===== src/rtl/mem_stage_mc_pkg.sv =====
// Shared definitions for the multi-cycle memory stage: default word width,
// access size encodings and FSM state encoding.
package mem_stage_mc_pkg;

    localparam int DEF_WORD_LEN = 32;

    localparam logic [1:0] SIZE_B = 2'd0;
    localparam logic [1:0] SIZE_H = 2'd1;
    localparam logic [1:0] SIZE_W = 2'd2;

    typedef enum logic [1:0] {
        ST_IDLE = 2'd0,
        ST_BUSY = 2'd1,
        ST_DONE = 2'd2
    } state_e;

endpackage


===== src/rtl/mem_stage_mc_bank.sv =====
// Data memory bank: DEPTH x WORD_LEN words, per-byte write enables,
// asynchronous read and synchronous active-low clear of every word.
module mem_stage_mc_bank #(
    parameter int WORD_LEN = 32,
    parameter int DEPTH    = 64,
    parameter int BYTES    = WORD_LEN / 8,
    parameter int IW       = (DEPTH > 1) ? $clog2(DEPTH) : 1
) (
    input  logic                clk,
    input  logic                rst,
    input  logic [IW-1:0]       addr,
    input  logic [BYTES-1:0]    be,
    input  logic [WORD_LEN-1:0] wdata,
    output logic [WORD_LEN-1:0] rdata
);

    logic [WORD_LEN-1:0] mem_r [DEPTH];

    // Word storage: full clear on reset, otherwise byte-lane writes.
    always_ff @(posedge clk) begin
        if (!rst) begin
            for (int i = 0; i < DEPTH; i++) begin
                mem_r[i] <= {WORD_LEN{1'b0}};
            end
        end else begin
            for (int b = 0; b < BYTES; b++) begin
                if (be[b]) begin
                    mem_r[addr][b*8 +: 8] <= wdata[b*8 +: 8];
                end
            end
        end
    end

    assign rdata = mem_r[addr];

endmodule


===== src/rtl/mem_stage_mc.sv =====
// Multi-cycle memory stage: wait-state FSM with upstream stall, byte/half/word
// accesses with optional sign extension, and suppression of bad addresses.
module mem_stage_mc
    import mem_stage_mc_pkg::*;
#(
    parameter int WORD_LEN    = DEF_WORD_LEN,
    parameter int DEPTH       = 64,
    parameter int BASE_ADDR   = 1024,
    parameter int WAIT_STATES = 2
) (
    input  logic                clk,
    input  logic                rst,
    input  logic                mem_r_en,
    input  logic                mem_w_en,
    input  logic [1:0]          size,
    input  logic                sign_ext,
    input  logic [WORD_LEN-1:0] alu_res,
    input  logic [WORD_LEN-1:0] st_value,
    output logic [WORD_LEN-1:0] mem_out,
    output logic                stall,
    output logic                done,
    output logic                misalign_err,
    output logic                range_err
);

    localparam int         BYTES     = WORD_LEN / 8;
    localparam int         LB        = $clog2(BYTES);
    localparam int         IW        = (DEPTH > 1) ? $clog2(DEPTH) : 1;
    localparam logic [3:0] WAIT_INIT = 4'(WAIT_STATES);

    state_e              state_r;
    logic [3:0]          cnt_r;
    logic                ld_r;
    logic [1:0]          size_r;
    logic                sign_r;
    logic [WORD_LEN-1:0] addr_r;
    logic [WORD_LEN-1:0] data_r;
    logic [WORD_LEN-1:0] mem_out_r;
    logic                done_r;
    logic                misalign_r;
    logic                range_r;

    logic                req_s;
    logic                fire_s;
    logic                wr_s;
    logic                op_load_s;
    logic                op_sign_s;
    logic [1:0]          op_size_s;
    logic [WORD_LEN-1:0] op_addr_s;
    logic [WORD_LEN-1:0] op_data_s;
    logic [WORD_LEN-1:0] offset_s;
    logic [WORD_LEN-1:0] index_s;
    logic [LB-1:0]       lane_s;
    logic [LB-1:0]       size_mask_s;
    logic                size_ok_s;
    int                  nbytes_s;
    logic                range_err_s;
    logic                misalign_err_s;
    logic [BYTES-1:0]    be_s;
    logic [WORD_LEN-1:0] wdata_s;
    logic [WORD_LEN-1:0] rdata_s;
    logic [WORD_LEN-1:0] shifted_s;
    logic                sbit_s;
    logic [WORD_LEN-1:0] load_val_s;

    assign req_s  = mem_r_en ^ mem_w_en;
    assign fire_s = ((state_r == ST_IDLE) && req_s && (WAIT_STATES == 0)) ||
                    ((state_r == ST_BUSY) && (cnt_r <= 4'd1));
    assign wr_s   = fire_s && !op_load_s && !range_err_s && !misalign_err_s;
    // Reset also drops the freeze request so upstream is released immediately.
    assign stall  = rst && (((state_r == ST_IDLE) && req_s) || (state_r == ST_BUSY));

    // Operand source: live inputs while IDLE, latched request afterwards.
    always_comb begin
        if (state_r == ST_IDLE) begin
            op_load_s = mem_r_en;
            op_size_s = size;
            op_sign_s = sign_ext;
            op_addr_s = alu_res;
            op_data_s = st_value;
        end else begin
            op_load_s = ld_r;
            op_size_s = size_r;
            op_sign_s = sign_r;
            op_addr_s = addr_r;
            op_data_s = data_r;
        end
    end

    // Address decode, error detection, store lane placement and load extension.
    always_comb begin
        offset_s       = op_addr_s - WORD_LEN'(BASE_ADDR);
        index_s        = offset_s >> LB;
        lane_s         = offset_s[LB-1:0];
        size_ok_s      = (int'(op_size_s) <= LB);
        nbytes_s       = size_ok_s ? int'(32'd1 << op_size_s) : BYTES;
        size_mask_s    = LB'(nbytes_s - 1);
        range_err_s    = (op_addr_s < WORD_LEN'(BASE_ADDR)) || (index_s >= WORD_LEN'(DEPTH));
        misalign_err_s = !size_ok_s || ((lane_s & size_mask_s) != {LB{1'b0}});
        wdata_s        = op_data_s << {lane_s, 3'b000};
        shifted_s      = rdata_s >> {lane_s, 3'b000};
        be_s           = {BYTES{1'b0}};
        load_val_s     = {WORD_LEN{1'b0}};
        case (op_size_s)
            SIZE_B:  sbit_s = shifted_s[7];
            SIZE_H:  sbit_s = shifted_s[15];
            default: sbit_s = shifted_s[WORD_LEN-1];
        endcase
        for (int b = 0; b < BYTES; b++) begin
            be_s[b] = (b >= int'(lane_s)) && (b < int'(lane_s) + nbytes_s);
            if (b < nbytes_s) begin
                load_val_s[b*8 +: 8] = shifted_s[b*8 +: 8];
            end else if (op_sign_s && sbit_s) begin
                load_val_s[b*8 +: 8] = 8'hFF;
            end else begin
                load_val_s[b*8 +: 8] = 8'h00;
            end
        end
    end

    mem_stage_mc_bank #(
        .WORD_LEN (WORD_LEN),
        .DEPTH    (DEPTH)
    ) u_bank (
        .clk   (clk),
        .rst   (rst),
        .addr  (index_s[IW-1:0]),
        .be    (wr_s ? be_s : {BYTES{1'b0}}),
        .wdata (wdata_s),
        .rdata (rdata_s)
    );

    // Access FSM, request latch and registered result/status outputs.
    always_ff @(posedge clk) begin
        if (!rst) begin
            state_r    <= ST_IDLE;
            cnt_r      <= 4'd0;
            ld_r       <= 1'b0;
            size_r     <= 2'd0;
            sign_r     <= 1'b0;
            addr_r     <= {WORD_LEN{1'b0}};
            data_r     <= {WORD_LEN{1'b0}};
            mem_out_r  <= {WORD_LEN{1'b0}};
            done_r     <= 1'b0;
            misalign_r <= 1'b0;
            range_r    <= 1'b0;
        end else begin
            case (state_r)
                ST_IDLE: begin
                    if (req_s) begin
                        ld_r   <= mem_r_en;
                        size_r <= size;
                        sign_r <= sign_ext;
                        addr_r <= alu_res;
                        data_r <= st_value;
                        if (WAIT_STATES == 0) begin
                            state_r <= ST_DONE;
                            cnt_r   <= 4'd0;
                        end else begin
                            state_r <= ST_BUSY;
                            cnt_r   <= WAIT_INIT;
                        end
                    end
                end
                ST_BUSY: begin
                    if (cnt_r <= 4'd1) begin
                        state_r <= ST_DONE;
                        cnt_r   <= 4'd0;
                    end else begin
                        cnt_r <= cnt_r - 4'd1;
                    end
                end
                ST_DONE: begin
                    state_r <= ST_IDLE;
                end
                default: begin
                    state_r <= ST_IDLE;
                    cnt_r   <= 4'd0;
                end
            endcase

            done_r <= fire_s;
            if (fire_s) begin
                misalign_r <= misalign_err_s;
                range_r    <= range_err_s;
                if (range_err_s || misalign_err_s) begin
                    mem_out_r <= {WORD_LEN{1'b0}};
                end else if (op_load_s) begin
                    mem_out_r <= load_val_s;
                end
            end
        end
    end

    assign mem_out      = mem_out_r;
    assign done         = done_r;
    assign misalign_err = misalign_r;
    assign range_err    = range_r;

endmodule


===== config.mk =====
export PLATFORM = sky130hd
export DESIGN_NAME = mem_stage_mc
export DESIGN_NICKNAME = d
export VERILOG_FILES = /design/src/rtl/mem_stage_mc_pkg.sv /design/src/rtl/mem_stage_mc_bank.sv /design/src/rtl/mem_stage_mc.sv
export SDC_FILE = /design/constraint.sdc
export NUM_CORES = 2
export LEC_CHECK = 0
export CELL_PAD_IN_SITES_DETAIL_PLACEMENT = 2
export CELL_PAD_IN_SITES_GLOBAL_PLACEMENT = 2
export CORE_MARGIN = 10
export CORE_UTILIZATION = 48
export DETAILED_ROUTE_END_ITERATION = 10
export DONT_BUFFER_PORTS = 1
export PLACE_DENSITY = 0.91
export SLEW_MARGIN = 20
export SYNTH_ARGS = -nofsm -noshare
export SYNTH_HDL_FRONTEND = slang
export SYNTH_SLANG_ARGS = --single-unit

===== constraint.sdc =====
create_clock -name clk -period 9.65 [get_ports clk]
set_clock_uncertainty 0.05 [all_clocks]
set_input_delay 0.965 -clock clk [delete_from_list [all_inputs] [get_ports clk]]
set_output_delay 0.965 -clock clk [all_outputs]
set_load 0.01 [all_outputs]

==> results of run 1 <==
-- logic make-up after synthesis --
group	share of synthesized area, %
and+or+nand+nor	14.9
AOI/OAI and AO/OA	11.2
muxes	1.48
xor gates and xnor gates	0.0562
DFF	68.1
adders and majority gates	0.0884
buffers and inverters	4.04
-- layer usage --
metal | overflow | global-route usage [%]
met3 | 1 | 62.7
met1 | 1 | 71.0
met2 | 1 | 84.6
met5 | 0 | 46.8
met4 | 2 | 73.3
-- metrics by stage --
step	hold WS, ns	util, %	instance area (µm²)	setup WS (ns)	cells
after CTS	0.115	53.6	103000	1.79	10500
after detailed placement	0.415	50.0	96500	2.16	10100
after global placement	0.397	50.0	96500	3.17	10100
after floorplan	0.388	-	93400	4.70	8016
==> results_tabular.tex, run 1 <==
\begin{tabular}{lr}
\hline
Metric & Value \\
\hline
\multicolumn{2}{l}{\textbf{Status}} \\
Status & aborted with a tool error \\
Stage at which the flow ended & 5\_1\_grt \\
Error that stopped the run & [ERROR GRT-0232] Routing congestion too high. Check the congestion heatmap in the GUI. \\
\multicolumn{2}{l}{\textbf{Yosys}} \\
Count of mapped cells out of synthesis & 8,016 \\
Synth top area share & $\sim$66\% \\
Syn nets & 8,093 \\
Main area contributors after synthesis & edfxtp\_1, nor2\_1, o22ai\_1 \\
List of most frequent post-synthesis cells & edfxtp\_1, nor2\_1, nand2\_1, o22ai\_1, clkbuf\_1 \\
Distinct cell type count after synthesis & 88 \\
Synth async-reset ratio & 0\% \\
Count of warnings emitted by yosys & 0 \\
Portion of the post-synthesis area used by sequential elements & 68.1\% \\
Commonest register cell after synthesis & edfxtp\_1 \\
Most instantiated library cell after synthesis & edfxtp\_1 \\
Cell area after synthesis & 0.0934 mm² \\
Cell accounting for the most synthesized area & edfxtp\_1 \\
Synthesized area per cell & roughly 12 µm² \\
Flop and latch count out of synthesis & 2,157 \\
Post-synth EDFFs & 2,048 \\
\multicolumn{2}{l}{\textbf{Clock tree}} \\
Sinks on the clock net & 2,157 \\
Number of buffers inserted during clock tree synthesis & 224 \\
Clock buffer depth & 3 \\
Post-CTS Setup Repair Bufs & 0 \\
Number of instances resized during post-cts repair & 0 \\
Number of hold buffers added after cts & 0 \\
Root buffer selected by CTS & clkbuf\_16 \\
CTS H-Tree Depth & 4 \\
\multicolumn{2}{l}{\textbf{Global routing}} \\
Overflow left after global routing & 5 \\
All-layer global routing usage & 72.7\% \\
Pin count of the biggest net entering global routing & 336 \\
Number of antenna violations at the first check in global routing & between 150 and 200 \\
\multicolumn{2}{l}{\textbf{Place}} \\
Weighted congestion reported at the end of routability-driven placement & a little over 0.9 \\
Total half-perimeter wirelength after legalization and detailed placement & 309,000 µm \\
I/O Buffers & 0 \\
\multicolumn{2}{l}{\textbf{Floorplan}} \\
Overall die width & 461 µm \\
Initial core utilization & 48.4\% \\
Io pins & approximately 110 \\
Number of standard-cell rows in the floorplan & 161 \\
Height of the chip & 461 µm \\
\hline
\end{tabular}
==> run 2, diff against run 1 <==
--- a/config.mk
+++ b/config.mk
@@ -5,13 +5,11 @@
 export SDC_FILE = /design/constraint.sdc
 export NUM_CORES = 2
 export LEC_CHECK = 0
-export CELL_PAD_IN_SITES_DETAIL_PLACEMENT = 2
-export CELL_PAD_IN_SITES_GLOBAL_PLACEMENT = 2
 export CORE_MARGIN = 10
-export CORE_UTILIZATION = 48
+export CORE_UTILIZATION = 40
 export DETAILED_ROUTE_END_ITERATION = 10
 export DONT_BUFFER_PORTS = 1
-export PLACE_DENSITY = 0.91
+export PLACE_DENSITY_LB_ADDON = 0.15
 export SLEW_MARGIN = 20
 export SYNTH_ARGS = -nofsm -noshare
 export SYNTH_HDL_FRONTEND = slang
==> run 2 against run 1 <==
Synthesized cell count stayed put. The flow now finishes without violations. Synthesized area stayed put.
==> results_tabular.tex, run 2 <==
\begin{tabular}{lr}
\hline
Metric & Value \\
\hline
\multicolumn{2}{l}{\textbf{Status}} \\
Status & complete, no violations \\
\multicolumn{2}{l}{\textbf{Setup path}} \\
Classification of the worst setup path & flip-flop to flip-flop \\
Critical Path End Type & flip-flop \\
Kind of start point of the critical path & flip-flop \\
Peak fanout along the critical path & 66 \\
CP required & 10.20 ns \\
Signal arrival time at the worst endpoint & 7.42 ns \\
Reg2reg setup slack & 2.78 ns \\
\multicolumn{2}{l}{\textbf{Floorplan}} \\
Height of the chip & between 500 and 600 µm \\
Initial core utilization & between 40\% and 50\% \\
Io pins & 107 \\
Core region area & 0.233 mm² \\
Overall die width & between 500 and 600 µm \\
Total Die Area & 0.253 mm² \\
Number of standard-cell rows in the floorplan & 177 \\
\multicolumn{2}{l}{\textbf{Yosys}} \\
Post-synth EDFFs & 2,048 \\
List of most frequent post-synthesis cells & edfxtp\_1, nor2\_1, nand2\_1, o22ai\_1, clkbuf\_1 \\
Count of mapped cells out of synthesis & 8,016 \\
Most instantiated library cell after synthesis & edfxtp\_1 \\
Distinct cell type count after synthesis & 88 \\
Portion of the post-synthesis area used by sequential elements & 68.1\% \\
Synth top area share & around 66\% \\
Synth async-reset ratio & 0\% \\
Cell accounting for the most synthesized area & edfxtp\_1 \\
Commonest register cell after synthesis & edfxtp\_1 \\
Count of warnings emitted by yosys & 0 \\
Synthesized area per cell & 11.7 µm² \\
Flop and latch count out of synthesis & 2,157 \\
Cell area after synthesis & 0.0934 mm² \\
Syn nets & 8,093 \\
Main area contributors after synthesis & edfxtp\_1, nor2\_1, o22ai\_1 \\
\multicolumn{2}{l}{\textbf{Clock tree}} \\
Number of buffers inserted during clock tree synthesis & 224 \\
Number of hold buffers added after cts & 0 \\
TritonCTS clock tree & done \\
Number of instances resized during post-cts repair & 0 \\
Sinks on the clock net & 2,157 \\
Root buffer selected by CTS & clkbuf\_16 \\
Clock buffer depth & 3 \\
CTS H-Tree Depth & 4 \\
Clock transition at the registers of the reported paths & 0.06 ns \\
Clk Latency, worst-skew pair & 0.90 ns \\
Post-CTS Setup Repair Bufs & 0 \\
\multicolumn{2}{l}{\textbf{Global routing}} \\
All-layer global routing usage & between 20\% and 30\% \\
Number of antenna violations at the first check in global routing & 19 \\
Number of global-route vias before repair & 66,500 \\
Pin count of the biggest net entering global routing & 336 \\
First-pass GRT wire length & 523,000 µm \\
Overflow left after global routing & 0 \\
\multicolumn{2}{l}{\textbf{Place}} \\
Total half-perimeter wirelength after legalization and detailed placement & 233,000 µm \\
I/O Buffers & 0 \\
Weighted congestion reported at the end of routability-driven placement & 0.896 \\
Dpl cell area & 0.0972 mm² \\
\multicolumn{2}{l}{\textbf{Route}} \\
Remaining DRCs & 0 \\
First-pass iteration count of the detailed router & 8 \\
Post-detailed-route count of antenna-violating nets & 0 \\
WL/cell & about 34 µm \\
Via count of the routed design & 70,100 \\
Wire length reported by the detailed router & 379,000 µm \\
Detailed Route Iter0 Violations & 10,200 \\
Routed vias/inst & 6.35 \\
\multicolumn{2}{l}{\textbf{STA}} \\
Count of final setup violators & 0 \\
Min Clock Period, post-route & 6.87 ns \\
Smallest hold slack & 0.171 ns \\
Aggregate negative setup slack & 0 ns \\
Worst Max-Slew Pin Slew & 1.23 ns \\
Unrepaired setup endpoints after global routing & no \\
Slew Limit Headroom & $\sim$17\% \\
Slew Viols, Final & 0 \\
Final number of hold-violating endpoints & 0 \\
Final worst path period share & 71.2\% \\
Upper clock frequency limit & 146 MHz \\
\multicolumn{2}{l}{\textbf{Cells and area}} \\
Number of nets at the end of the flow & 7,870 \\
Filler cell count in the final layout & 21,500 \\
Finished Cell Area & 0.104 mm² \\
Share of post-route cells with drive strength above 1 & 13.2\% \\
Flip-flop count of the largest register, all copies and words added & 2,048 \\
Commonest cells after routing, fill and taps aside & edfxtp\_1, nor2\_1, o22ai\_1 \\
Area growth from synthesis to final layout & 11.7\% \\
Commonest non-fill, non-tap cell in the layout & edfxtp\_1 \\
Register with the most flip-flops & u\_bank.mem\_r \\
\multicolumn{2}{l}{\textbf{Pwr}} \\
Part of the power in the clock network & roughly 38\% \\
Sequential share of power & 46.1\% \\
Int Power & 16.3 mW \\
Net switching fraction of the power & $\sim$30\% \\
Power density cells & 222 mW/mm² \\
Combinational share of power & about 16\% \\
Leakage power & 33.5 nW \\
Max IR drop VDD & 0.000191 V \\
NetSw & roughly 6.8 mW \\
\multicolumn{2}{l}{\textbf{Hold path}} \\
Worst hold path type & input port to flip-flop \\
\multicolumn{2}{l}{\textbf{Flow run}} \\
Max-Cap Viols & 0 \\
\hline
\end{tabular}
run 2: power by group through the flow:
stage	Sequential [mW]	Clock [mW]	Combinational, mW
2_1_floorplan	10.8	0	1.90
3_3_place_gp	10.9	0	3.65
3_5_place_dp	10.9	0	3.66
4_1_cts	10.7	8.70	3.67
5_1_grt	10.7	9.07	3.87
6_report	10.7	8.68	3.81
run 2: through the flow:
stage                     util (%)  worst slack (ns)  total power, mW  instances
after global placement        41.8              3.00             14.5      10600
after CTS                     44.9              2.94             23.1      11000
after floorplan                  -              4.70             12.7       8016
final                         44.9              2.78             23.2      11000
after detailed placement      41.8              2.97             14.5      10600
after global routing          44.9              2.64             23.6      11000
run 2: worst max-delay path: stages, from the launching register on:
cell and delay, ns:
dfxtp_1 0.65, nor2_4 0.64, buf_12 0.37, mux2i_4 0.28, buf_4 0.39, inv_1 0.10
buf_4 0.26, ha_1 0.27, fa_1 0.40, o21ai_1 0.50, a211o_2 0.46, buf_4 0.84
a211o_4 0.49, buf_4 0.62, nor2_1 0.11
run 2: logic make-up (layout without fill, tap and decap cells):
kind of cell,after synthesis,count (layout),synth area share [%]
AND/OR/NAND/NOR,3311,3311,14.9
flip-flops,2157,2157,68.1
AO/OA/AOI/OAI,1573,1573,11.2
buffers and inverters,828,798,4.04
multiplexers,135,135,1.48
adder cells (fa/ha/maj),6,6,0.0884
XOR/XNOR,6,6,0.0562
other,0,9,0
run 2: path summary, 6_finish.rpt:
check,from,to,cells past startpoint
max reg2reg,state_r[1],u_bank.mem_r[51][13],14
min reg2reg,addr_r[11],addr_r[11],2
max,state_r[1],u_bank.mem_r[51][13],14
min,alu_res[23],addr_r[23],2
run 2: metal layers:
layer / wire (µm) / track usage (%) / vias to the layer above
met5: 144 / 0 / -
met4: 21900 / 14.2 / 20
met3: 41600 / 7.46 / 883
met2: 171000 / 45.0 / 4375
met1: 144000 / 37.7 / 35900
li1: - / - / 28900
run 2: layout make-up:
type | instances | area [µm²] | area share [%]
flip-flops and latches | 2157 | 63700 | 61.0
multi-input cells | 5031 | 26700 | 25.6
clock buffers | 281 | 5940 | 5.70
well taps | 3043 | 3810 | 3.65
repair buffers | 366 | 2950 | 2.82
clock inverters | 138 | 1210 | 1.16
inverters | 13 | 48.8 | 0.0468
diodes | 9 | 22.5 | 0.0216
Note: power is estimated with default switching activity, not from simulation.
